## src/rtl/part_one_sqrt.sv

```systemverilog
`default_nettype none
// ============================================================================
//  Module   : part_one_sqrt
//  Purpose  : Pipelined 8-bit square root, y = floor(sqrt(x * 256)) in Q4.4,
//             restoring digit-by-digit, one root bit per stage, 8 stages.
//  Revision : 1.0  initial release
// ============================================================================
module part_one_sqrt (
    input  logic       clk,
    input  logic       rst_n,
    input  logic [7:0] x,
    output logic [7:0] y
);

    localparam int unsigned C_STAGES = 8;

    // Stage k registers feed the combinational step k; step 7 writes r_root[8].
    logic [15:0] r_rad  [0:C_STAGES-1];
    logic [9:0]  r_rem  [0:C_STAGES-1];
    logic [7:0]  r_root [0:C_STAGES];
    logic        r_vld  [0:C_STAGES-1];

    // Entry register: radicand is x scaled by 256 to produce 4 fraction bits.
    always_ff @(posedge clk) begin
        if (!rst_n) begin
            r_rad[0]  <= '0;
            r_rem[0]  <= '0;
            r_root[0] <= '0;
            r_vld[0]  <= 1'b0;
        end else begin
            r_rad[0]  <= {x, 8'h00};
            r_rem[0]  <= '0;
            r_root[0] <= '0;
            r_vld[0]  <= 1'b1;
        end
    end

    genvar gi;
    generate
        for (gi = 0; gi < C_STAGES; gi = gi + 1) begin : g_stage
            logic [9:0] w_rem_sh;
            logic [9:0] w_trial;
            logic [9:0] w_diff;
            logic       w_ge;
            logic [9:0] w_rem_nxt;
            logic [7:0] w_root_nxt;

            // The remainder entering stage k never exceeds 2*(2^k - 1) <= 254,
            // so its low 8 bits plus the next radicand pair fit in 10 bits.
            assign w_rem_sh   = {r_rem[gi][7:0], r_rad[gi][15:14]};
            assign w_trial    = {r_root[gi], 2'b01};
            assign w_diff     = w_rem_sh - w_trial;
            assign w_ge       = (w_rem_sh >= w_trial);
            assign w_rem_nxt  = w_ge ? w_diff : w_rem_sh;
            assign w_root_nxt = {r_root[gi][6:0], w_ge};

            // Invalid slots propagate a zero root so y reads 0 until real data.
            always_ff @(posedge clk) begin
                if (!rst_n) begin
                    r_root[gi+1] <= '0;
                end else if (r_vld[gi]) begin
                    r_root[gi+1] <= w_root_nxt;
                end else begin
                    r_root[gi+1] <= '0;
                end
            end

            if (gi < C_STAGES - 1) begin : g_carry
                always_ff @(posedge clk) begin
                    if (!rst_n) begin
                        r_rad[gi+1] <= '0;
                        r_rem[gi+1] <= '0;
                        r_vld[gi+1] <= 1'b0;
                    end else begin
                        r_rad[gi+1] <= {r_rad[gi][13:0], 2'b00};
                        r_rem[gi+1] <= w_rem_nxt;
                        r_vld[gi+1] <= r_vld[gi];
                    end
                end
            end
        end
    endgenerate

    assign y = r_root[C_STAGES];

endmodule
`default_nettype wire

```

## config.mk

```make
export PLATFORM = sky130hd
export DESIGN_NAME = part_one_sqrt
export DESIGN_NICKNAME = d
export VERILOG_FILES = /design/src/rtl/part_one_sqrt.sv
export SDC_FILE = /design/constraint.sdc
export NUM_CORES = 1
export LEC_CHECK = 0
export CAP_MARGIN = 20
export CORE_UTILIZATION = 55
export CTS_BUF_LIST = sky130_fd_sc_hd__clkbuf_2 sky130_fd_sc_hd__clkbuf_4 sky130_fd_sc_hd__clkbuf_8
export DETAILED_ROUTE_END_ITERATION = 10
export PLACE_DENSITY = 0.79
export SETUP_SLACK_MARGIN = 0.2
export SYNTH_ARGS = -nofsm -noshare
export SYNTH_HDL_FRONTEND = slang
export SYNTH_SLANG_ARGS = --single-unit
```

## constraint.sdc

```tcl
create_clock -name clk -period 2.9 [get_ports clk]
set_input_delay 0.58 -clock clk [delete_from_list [all_inputs] [get_ports clk]]
set_output_delay 0.58 -clock clk [all_outputs]
set_load 0.01 [all_outputs]
```

==> impl_metrics.csv, run 1 <==
group,metric,value,unit
global_route,grt_usage,19.17,%
place,io_buffers,17,
floorplanning,dieArea,9499,µm²
drt,totalWireLength,8227,µm
setup_path,crit_top_cell,"inv_1",
floorplanning,rows,34,
setup_path,rr_worst_depth,9,
setup_path,start_kind,"flip-flop",
floorplanning,io_pins,18,
timing,hold_viol_final,0,
cells_and_area,mostFrequentLayoutCells,"76 x dfxtp_1, 48 x inv_1, 48 x nor2_1",
cells_and_area,layout-drive-gt1-share,5.216,%
setup_path,slowest_delay,380,ps
timing,setup_tns,0,ps
clock_network,cts_buffers,9,
drt,drt-wirelength-per-cell,12.39,µm
setup_path,path_class,"reg -> reg",
synth,synth_top_family_by_area,"simple AND/OR/NAND/NOR gates",
clock_network,clockBufferDepth,2,
drt,antenna_left,0,
clock_network,h-tree-depth,3,
clock_network,clockRootBuffer,"clkbuf_8",
timing,final.period_utilization,80.09,%
clock_network,clk_pin_slew_worst_paths,100,ps
flow_run,cap_violations,0,
synth,ys.flop_type,"dfxtp_1",
global_route,grt_pass1_wl,14390,µm
synth,synth_edf_count,36,
hold_path,whs_endpoint,"r_rad[0][54]",
global_route,grt_max_degree,26,
drt,first_pass_iters,5,
synth,syn_avg_cell_area,10.17,µm²
setup_path,crit_fanout,6,
timing,slew_headroom,56.87,%
power_and_ir_drop,peakVddDrop,0.0003614,V
synth,synth_xor_area_share,2.446,%
timing,grt_setup_unrepaired,"no",
setup_path,endpoint_kind,"flip-flop",
floorplanning,die_h,97.47,µm
global_route,grt_pass1_vias,3345,
synth,ys_seq_elements,112,
cells_and_area,finish.net_count,597,
cells_and_area,final_common_cell,"dfxtp_1",
setup_path,r2r_end,"r_rem[1][35]",
clock_network,cts_tree,"yes",
timing,setup_viol,0,
setup_path,rrSetupSlack,580,ps
synth,synth-compound-area-share,9.336,%
clock_network,post-cts-setup-buffers,0,
synth,postSynthCellCount,493,
synth,synth_mux_area_share,1.997,%
synth,synth_cell_types,46,
cells_and_area,syn_to_final_growth,12.46,%
status,run_status,"complete, no violations",
clock_network,cts_sinks,112,
timing,fmax,0.4305,GHz
hold_path,min_from,"r_rad[0][38]",
power_and_ir_drop,finalPower,3.936,mW
setup_path,required,3180,ps
power_and_ir_drop,p_per_area,698.3,nW/µm²
setup_path,cp.arrival,2610,ps
synth,ys_seq_area_share,51.92,%
drt,via_count,3338,
cells_and_area,diodes,0,
synth,synthArstFlopShare,0,%
clock_network,insertion_delay,370,ps
timing,finalCriticalPeriod,2323,ps
synth,synthSimpleGateAreaFrac,20.44,%
floorplanning,die-width,97.47,µm
synth,syn_area,5012,µm²
power_and_ir_drop,power_leakage,2.455,nW
clock_network,ctsResizeCount,0,
global_route,gr-total-overflow,0,
drt,drc,0,
cells_and_area,fill_cells,728,
hold_path,worstHoldPathCells,1,
synth,synthAdderAreaFrac,9.436,%
synth,yosys_warnings,0,
drt,via_per_inst,5.027,
floorplanning,start_util,57.20,%
setup_path,rr_startpoint,"r_root[6][0]",
hold_path,hp-class,"reg -> reg",
place,gp_congestion,0.8269,
timing,finalMaxSlewViolations,0,
setup_path,cp_slowest_cell,"fa_1",
global_route,antenna_found_initial,0,
timing,fin_skew,9.508,ps
setup_path,path_cells,"inv_1 -> ha_1 -> inv_1 -> fa_1 -> nand2b_1 -> a21oi_1 -> o21ai_0 -> and2_1 -> o31ai_1",
drt,dr.first_iter.drc_count,134,
floorplanning,core,8763,µm²
timing,worst_slew_pin_slew,642.1,ps
clock_network,postCtsHoldBufs,0,
place,dp_hpwl,6355,µm
## kinds of logic (layout without fill, tap and decap cells)
group	count (synthesis)	in the layout
compound gates	70	70
xor+xnor	14	14
fa+ha+maj	36	36
buf+inv	57	85
flops	112	112
mux	10	10
other cells	2	37
simple gates	192	192
## per-stage QoR
stage / hold slack (ps) / area, µm² / setup slack, ps / utilization [%] / instances
6_report: 438.3 / 5637 / 577.4 / 64.32 / 664
3_3_place_gp: 414.3 / 5440 / 773.6 / 62.08 / 648
5_1_grt: 453.1 / 5637 / 415.1 / 64.32 / 664
2_1_floorplan: 404.6 / 5144 / 881.9 / - / 528
3_5_place_dp: 418.3 / 5440 / 597.7 / 62.08 / 648
4_1_cts: 443.1 / 5637 / 589.5 / 64.32 / 664
## layer usage
layer | part of all wire, % | global-route usage, %
met1 | 42 | 21.19
met2 | 54 | 35.88
met3 | 2.4 | 3.669
met4 | 1.8 | 7.466
met5 | 0 | 0
## sequential cells by signal, summed over array words and instances, names as in the netlist
| name | count |
|---|---|
| r_rem | 48 |
| r_vld | 8 |
| r_root | 36 |
| r_rad | 20 |
## final cells by class
| type | instances | area (µm²) | share of cell area (%) |
|---|---|---|---|
| Clock buffer | 10 | 131.4 | 2.331 |
| Clock inverter | 6 | 65.06 | 1.154 |
| Inverter | 48 | 180.2 | 3.196 |
| Multi-Input combinational cell | 359 | 2327 | 41.29 |
| Sequential cell | 112 | 2603 | 46.17 |
| Tap cell | 108 | 135.1 | 2.397 |
| Timing Repair Buffer | 21 | 195.2 | 3.463 |
## synth_stat cells (3+ instances only)
cell type	number	share of area, %
o21a_1	8	1.2
and3_1	12	1.5
nor3_1	13	1.3
dfxtp_1	76	30
nand3_1	7	0.70
a21o_1	3	0.45
nor4_1	6	0.75
nand2b_1	14	1.7
a211oi_1	6	0.90
fa_1	3	1.2
o211ai_1	3	0.45
mux2i_1	10	2.0
nand4_1	3	0.37
a21oi_1	14	1.4
and2_1	34	4.2
xor2_1	4	0.70
edfxtp_1	36	22
nor2b_1	19	2.4
nand2_1	24	1.8
o211a_1	3	0.60
ha_1	33	8.2
inv_1	48	3.6
xnor2_1	10	1.7
o21ai_0	20	2.0
clkbuf_1	9	0.67
nor2_1	48	3.6
## power by group
group | switching (mW) | leakage (nW) | internal [mW] | total [mW]
clock network | 0.509 | 0.105 | 0.414 | 0.922
logic | 0.609 | 1.33 | 0.494 | 1.10
registers | 0.102 | 1.02 | 1.81 | 1.91
## worst max path at each step
| stage | from | end | slack (ps) |
|---|---|---|---|
| finish | r_root[6][0] | r_rem[1][35] | 580 |
| global route | r_root[6][0] | r_rem[1][35] | 420 |
| CTS | r_root[6][0] | r_rem[1][35] | 590 |
| detailed placement | r_root[6][0] | r_rem[1][35] | 600 |
| global placement | r_root[6][0] | r_rem[1][35] | 770 |
| floorplan | r_root[6][0] | r_rem[1][35] | 880 |
## critical path: cells and delay by family, from the launching register on
family,cells,cell delay [ps]
AO/OA/AOI/OAI,3,690
adder cells (fa/ha/maj),2,570
buffers and inverters,2,140
flip-flops,1,370
AND/OR/NAND/NOR,2,470
Note: power is estimated with default switching activity, not from simulation.
==> inputs of run 2 (changes only) <==
Settings changed: PLACE_DENSITY 0.79 to 0.82.
Clock period 2.9 ns to 2.1 ns, I/O delays scaled along.
==> run 2 against run 1 <==
  * Die area is the same
  * Sequential share of layout area shrank 2.8 points
  * Register-to-register slack lost 440 ps
  * Clock skew grew 7.6 ps
  * Sequential power grew 40%
==> impl_metrics.csv, run 2 (synthesized netlist as in run 1, its figures left out) <==
group,metric,value,unit
clock_network,clk_pin_slew_worst_paths,120,ps
setup_path,crit_fanout,6,
cells_and_area,layout-drive-gt1-share,13.86,%
floorplanning,io_pins,18,
clock_network,cts_tree,"yes",
setup_path,required,2400,ps
global_route,grt_max_degree,34,
global_route,grtUsageMet2,37.06,%
cells_and_area,final_util,68.49,%
place,dp_hpwl,6488,µm
cells_and_area,largest_reg_flops,48,
timing,final.period_utilization,93.66,%
drt,via_per_inst,5.204,
cells_and_area,fill_cells,633,
drt,dr.first_iter.drc_count,135,
flow_run,cap_violations,0,
hold_path,hp-class,"reg -> reg",
status,run_status,"complete, no violations",
drt,drc,0,
drt,totalWireLength,9523,µm
place,gp_congestion,0.8983,
floorplanning,start_util,57.20,%
timing,fmax,0.5084,GHz
floorplanning,die-width,97.47,µm
timing,finalCriticalPeriod,1967,ps
clock_network,insertion_delay,380,ps
global_route,antenna_found_initial,0,
timing,hold_viol_final,0,
clock_network,h-tree-depth,3,
global_route,grt-busiest-layer,"met2",
cells_and_area,diodes,0,
global_route,grt_pass1_wl,14750,µm
clock_network,postCtsHoldBufs,0,
clock_network,cts_buffers,9,
timing,fin_skew,17.13,ps
setup_path,endpoint_kind,"flip-flop",
drt,via_count,3528,
clock_network,clockBufferDepth,2,
setup_path,path_buf_inv,1,
cells_and_area,final_common_cell,"dfxtp_1",
power_and_ir_drop,power_leakage,2.553,nW
floorplanning,rows,34,
power_and_ir_drop,p_per_area,985.4,nW/µm²
floorplanning,core,8763,µm²
cells_and_area,syn_to_final_growth,19.75,%
drt,first_pass_iters,4,
global_route,grtUsageMet3,3.165,%
floorplanning,die_h,97.47,µm
global_route,met1_usage,20.78,%
drt,antenna_left,0,
global_route,gr-total-overflow,0,
cells_and_area,top_regs,"r_rem: 48 flops, r_root: 36 flops, r_rad: 20 flops",
setup_path,start_kind,"flip-flop",
setup_path,path_delay_family,"adder cells",
timing,finalMaxSlewViolations,0,
setup_path,cp_slowest_cell,"dfxtp_1",
setup_path,cp.arrival,2260,ps
clock_network,clockRootBuffer,"clkbuf_8",
place,io_buffers,17,
timing,setup_viol,0,
global_route,grt_usage,19.45,%
timing,grt_setup_unrepaired,"yes",
power_and_ir_drop,peakVddDrop,0.0004834,V
floorplanning,dieArea,9499,µm²
timing,setup_tns,0,ps
setup_path,path_class,"reg -> reg",
global_route,grt_pass1_vias,3441,
setup_path,slowest_delay,470,ps
setup_path,path_cells,"ha_4 -> inv_2 -> fa_2 -> nand2b_4 -> a21oi_4 -> o21ai_4 -> and2_4 -> o31ai_2",
drt,drt-wirelength-per-cell,14.05,µm
cells_and_area,mostFrequentLayoutCells,"76 x dfxtp_1, 48 x nor2_1, 44 x inv_1",
cells_and_area,regMostFlops,"r_rem",
cells_and_area,finish.net_count,611,
clock_network,cts_sinks,112,
## run 2: cell count changes in the layout (fill, tap and decap cells not counted), moves of 4 or more
cell,change
inv_1,-4
o21ai_0,-5
ha_4,+7
ha_1,-8
buf_4,+12
inv_2,+4
## run 2: path summary, 6_finish.rpt
path,startpoint,endpoint,slack [ps],depth (start not counted)
hold reg to reg,r_rad[0][7],r_rad[0][23],430,1
setup / recovery,r_rem[1][20],r_rem[1][35],130,8
hold / removal,r_rad[0][7],r_rad[0][23],430,1
setup reg to reg,r_rem[1][20],r_rem[1][35],130,8
## run 2: layout make-up
class | count | area, µm² | area share, %
Sequential cell | 112 | 2603 | 43.36
Multi-Input combinational cell | 359 | 2574 | 42.88
Timing Repair Buffer | 35 | 316.6 | 5.274
Inverter | 48 | 180.2 | 3.002
Tap cell | 108 | 135.1 | 2.251
Clock buffer | 10 | 131.4 | 2.189
Clock inverter | 6 | 62.56 | 1.042
## run 2: through the flow
step	power [mW]	instances	hold WS, ps	cell area [µm²]	setup WS, ps
after global placement	4.206	652	413.5	5484	144.3
after floorplan	3.908	528	404.6	5157	210.2
after detailed placement	4.287	652	419.4	5484	40.01
after CTS	5.648	670	437.7	5779	147.3
final	5.914	678	431.8	6002	133.1
after global routing	6.230	678	440.2	6002	83.00
## run 2: routing by layer
layer | routed length (µm) | vias to the layer above | share of wire, %
met4 | 248 | 0 | 2.6
met1 | 3841 | 1658 | 40
met5 | 0 | - | 0
li1 | - | 1784 | -
met3 | 221 | 25 | 2.3
met2 | 5211 | 61 | 55
## run 2: power by group
part | internal [mW] | switching, mW
combinational | 0.953 | 1.04
clock | 0.477 | 0.775
sequential | 2.50 | 0.172
total | 3.93 | 1.99
## run 2: what timing repair did
action | 4_1_cts | 5_1_grt
setup endpoints to repair | 28 | 32
pin swaps | 4 | 15
setup buffers | 2 | 8
gates resized for setup | 17 | 32
==> inputs of run 3 (changes only) <==
Settings changed: CTS_BUF_LIST sky130_fd_sc_hd__clkbuf_2 sky130_fd_sc_hd__clkbuf_4 sky130_fd_sc_hd__clkbuf_8 to unset, MAX_ROUTING_LAYER set to met4.
==> run 3 against run 2 <==
  * Total power grew 1.9%
  * Highest routed layer unchanged
  * Register-to-register slack worse by 30 ps
  * Sequential power hardly changed
  * Fmax shrank 1.6%
  * Global-route usage up 0.95 points
  * Via count increased by 3.2%
  * Clock-buffer cell count stayed put
  * Largest cell class unchanged
  * Sequential share of layout area decreased by 0.48 points
  * Clock skew is 5.7 ps lower
  * Setup slack lost 31 ps
  * Utilization grew 0.80 points
==> impl_metrics.csv, run 3 (synthesized netlist as in run 1, its figures left out) <==
group,metric,value,unit
status,run_status,"complete, no violations",
floorplanning,io_pins,18,
floorplanning,dieArea,9499,µm²
setup_path,endpoint_kind,"flip-flop",
cells_and_area,finish.net_count,620,
floorplanning,rows,34,
floorplanning,start_util,57.20,%
floorplanning,die-width,97.47,µm
cells_and_area,mostFrequentLayoutCells,"75 x dfxtp_1, 46 x nor2_1, 41 x inv_1",
timing,setup_tns,0,ps
drt,first_pass_iters,4,
hold_path,hp-class,"reg -> reg",
setup_path,required,2400,ps
drt,via_count,3641,
timing,finalMaxSlewViolations,0,
drt,antenna_left,0,
setup_path,start_kind,"flip-flop",
setup_path,crit_fanout,6,
cells_and_area,regMostFlops,"r_rem",
place,dp_hpwl,6526,µm
cells_and_area,syn_to_final_growth,21.14,%
cells_and_area,layout-drive-gt1-share,16.06,%
place,place_ws,45.20,ps
drt,drt-wirelength-per-cell,13.81,µm
timing,final.period_utilization,95.15,%
power_and_ir_drop,peakVddDrop,0.0004777,V
global_route,grt_max_degree,34,
power_and_ir_drop,power_leakage,2.604,nW
cells_and_area,largest_reg_flops,48,
drt,via_per_inst,5.300,
power_and_ir_drop,p_per_area,992.9,nW/µm²
clock_network,insertion_delay,380,ps
timing,setup_slack,101.9,ps
cells_and_area,final_util,69.29,%
place,gp_congestion,0.9210,
cells_and_area,top_regs,"r_rem: 48 flops, r_root: 36 flops, r_rad: 20 flops",
global_route,grt_pass1_wl,14970,µm
timing,hold_viol_final,0,
clock_network,clockBufferDepth,2,
drt,dr.first_iter.drc_count,173,
cells_and_area,final_common_cell,"dfxtp_1",
global_route,grt_usage,20.40,%
setup_path,cp.arrival,2300,ps
cells_and_area,diodes,0,
cells_and_area,stdcell_count,687,
clock_network,cts_tree,"yes",
global_route,grt_pass1_vias,3478,
floorplanning,die_h,97.47,µm
timing,grt_setup_unrepaired,"yes",
global_route,gr-total-overflow,0,
clock_network,cts_sinks,112,
clock_network,clk_pin_slew_worst_paths,110,ps
setup_path,path_class,"reg -> reg",
timing,fmax,0.5005,GHz
clock_network,clockRootBuffer,"clkbuf_8",
timing,setup_viol,0,
global_route,antenna_found_initial,0,
flow_run,cap_violations,0,
timing,fin_skew,11.46,ps
timing,fin_hold_ws,440.0,ps
drt,totalWireLength,9489,µm
floorplanning,core,8763,µm²
drt,drc,0,
clock_network,h-tree-depth,3,
place,io_buffers,17,
timing,finalCriticalPeriod,1998,ps
place,dp.cells,652,
clock_network,cts_buffers,9,
-- run 3: cell type report --
| cell class | count | area (µm²) |
|---|---|---|
| tap | 108 | 135.1 |
| fill | 627 | 2691 |
| timing repair buffer | 42 | 360.3 |
| clock buffer | 10 | 137.6 |
| clock inverter | 6 | 67.56 |
| inverter | 48 | 180.2 |
| multi-input combinational | 361 | 2587 |
| sequential | 112 | 2604 |
-- run 3: worst max-delay path, stage by stage, from the launching register on --
cell,delay (ps)
edfxtp_1,400
inv_2,80
ha_4,140
inv_2,40
fa_2,330
nand2b_4,180
a21oi_4,230
o21ai_4,100
and2_4,190
o31ai_2,220
-- run 3: final timing paths --
| path | startpoint | endpoint | slack [ps] | cells past startpoint |
|---|---|---|---|---|
| setup / recovery | r_root[6][0] | r_rem[1][35] | 100 | 9 |
| hold / removal | r_rad[0][7] | r_rad[0][23] | 440 | 1 |
| setup reg to reg | r_root[6][0] | r_rem[1][35] | 100 | 9 |
| hold reg to reg | r_rad[0][7] | r_rad[0][23] | 440 | 1 |
-- run 3: through the flow --
step           total power, mW  instance area, µm²
2_1_floorplan            3.908                5157
3_3_place_gp             4.209                5484
3_5_place_dp             4.279                5484
4_1_cts                  5.659                5792
5_1_grt                  6.387                6072
6_report                 6.029                6072
-- run 3: metal layers --
| metal | GRT usage [%] | up-vias | share of wire [%] |
|---|---|---|---|
| li1 | - | 1795 | - |
| met1 | 21.48 | 1735 | 40 |
| met2 | 37.44 | 82 | 54 |
| met3 | 3.237 | 29 | 3.4 |
| met4 | 8.937 | 0 | 2.3 |
| met5 | - | - | 0 |
-- run 3: repair_timing --
item,in CTS,in global routing
resized for setup,19,41
pin swaps,4,18
gates cloned,0,2
setup buffers,1,16
hold buffers,0,0
setup endpoints to repair,26,36
-- run 3: report_power, final --
group	switching, mW	leakage [nW]	internal [mW]	total, mW
Clock	0.782	0.106	0.512	1.29
Combinational	1.09	1.48	0.982	2.07
Sequential	0.160	1.02	2.50	2.66
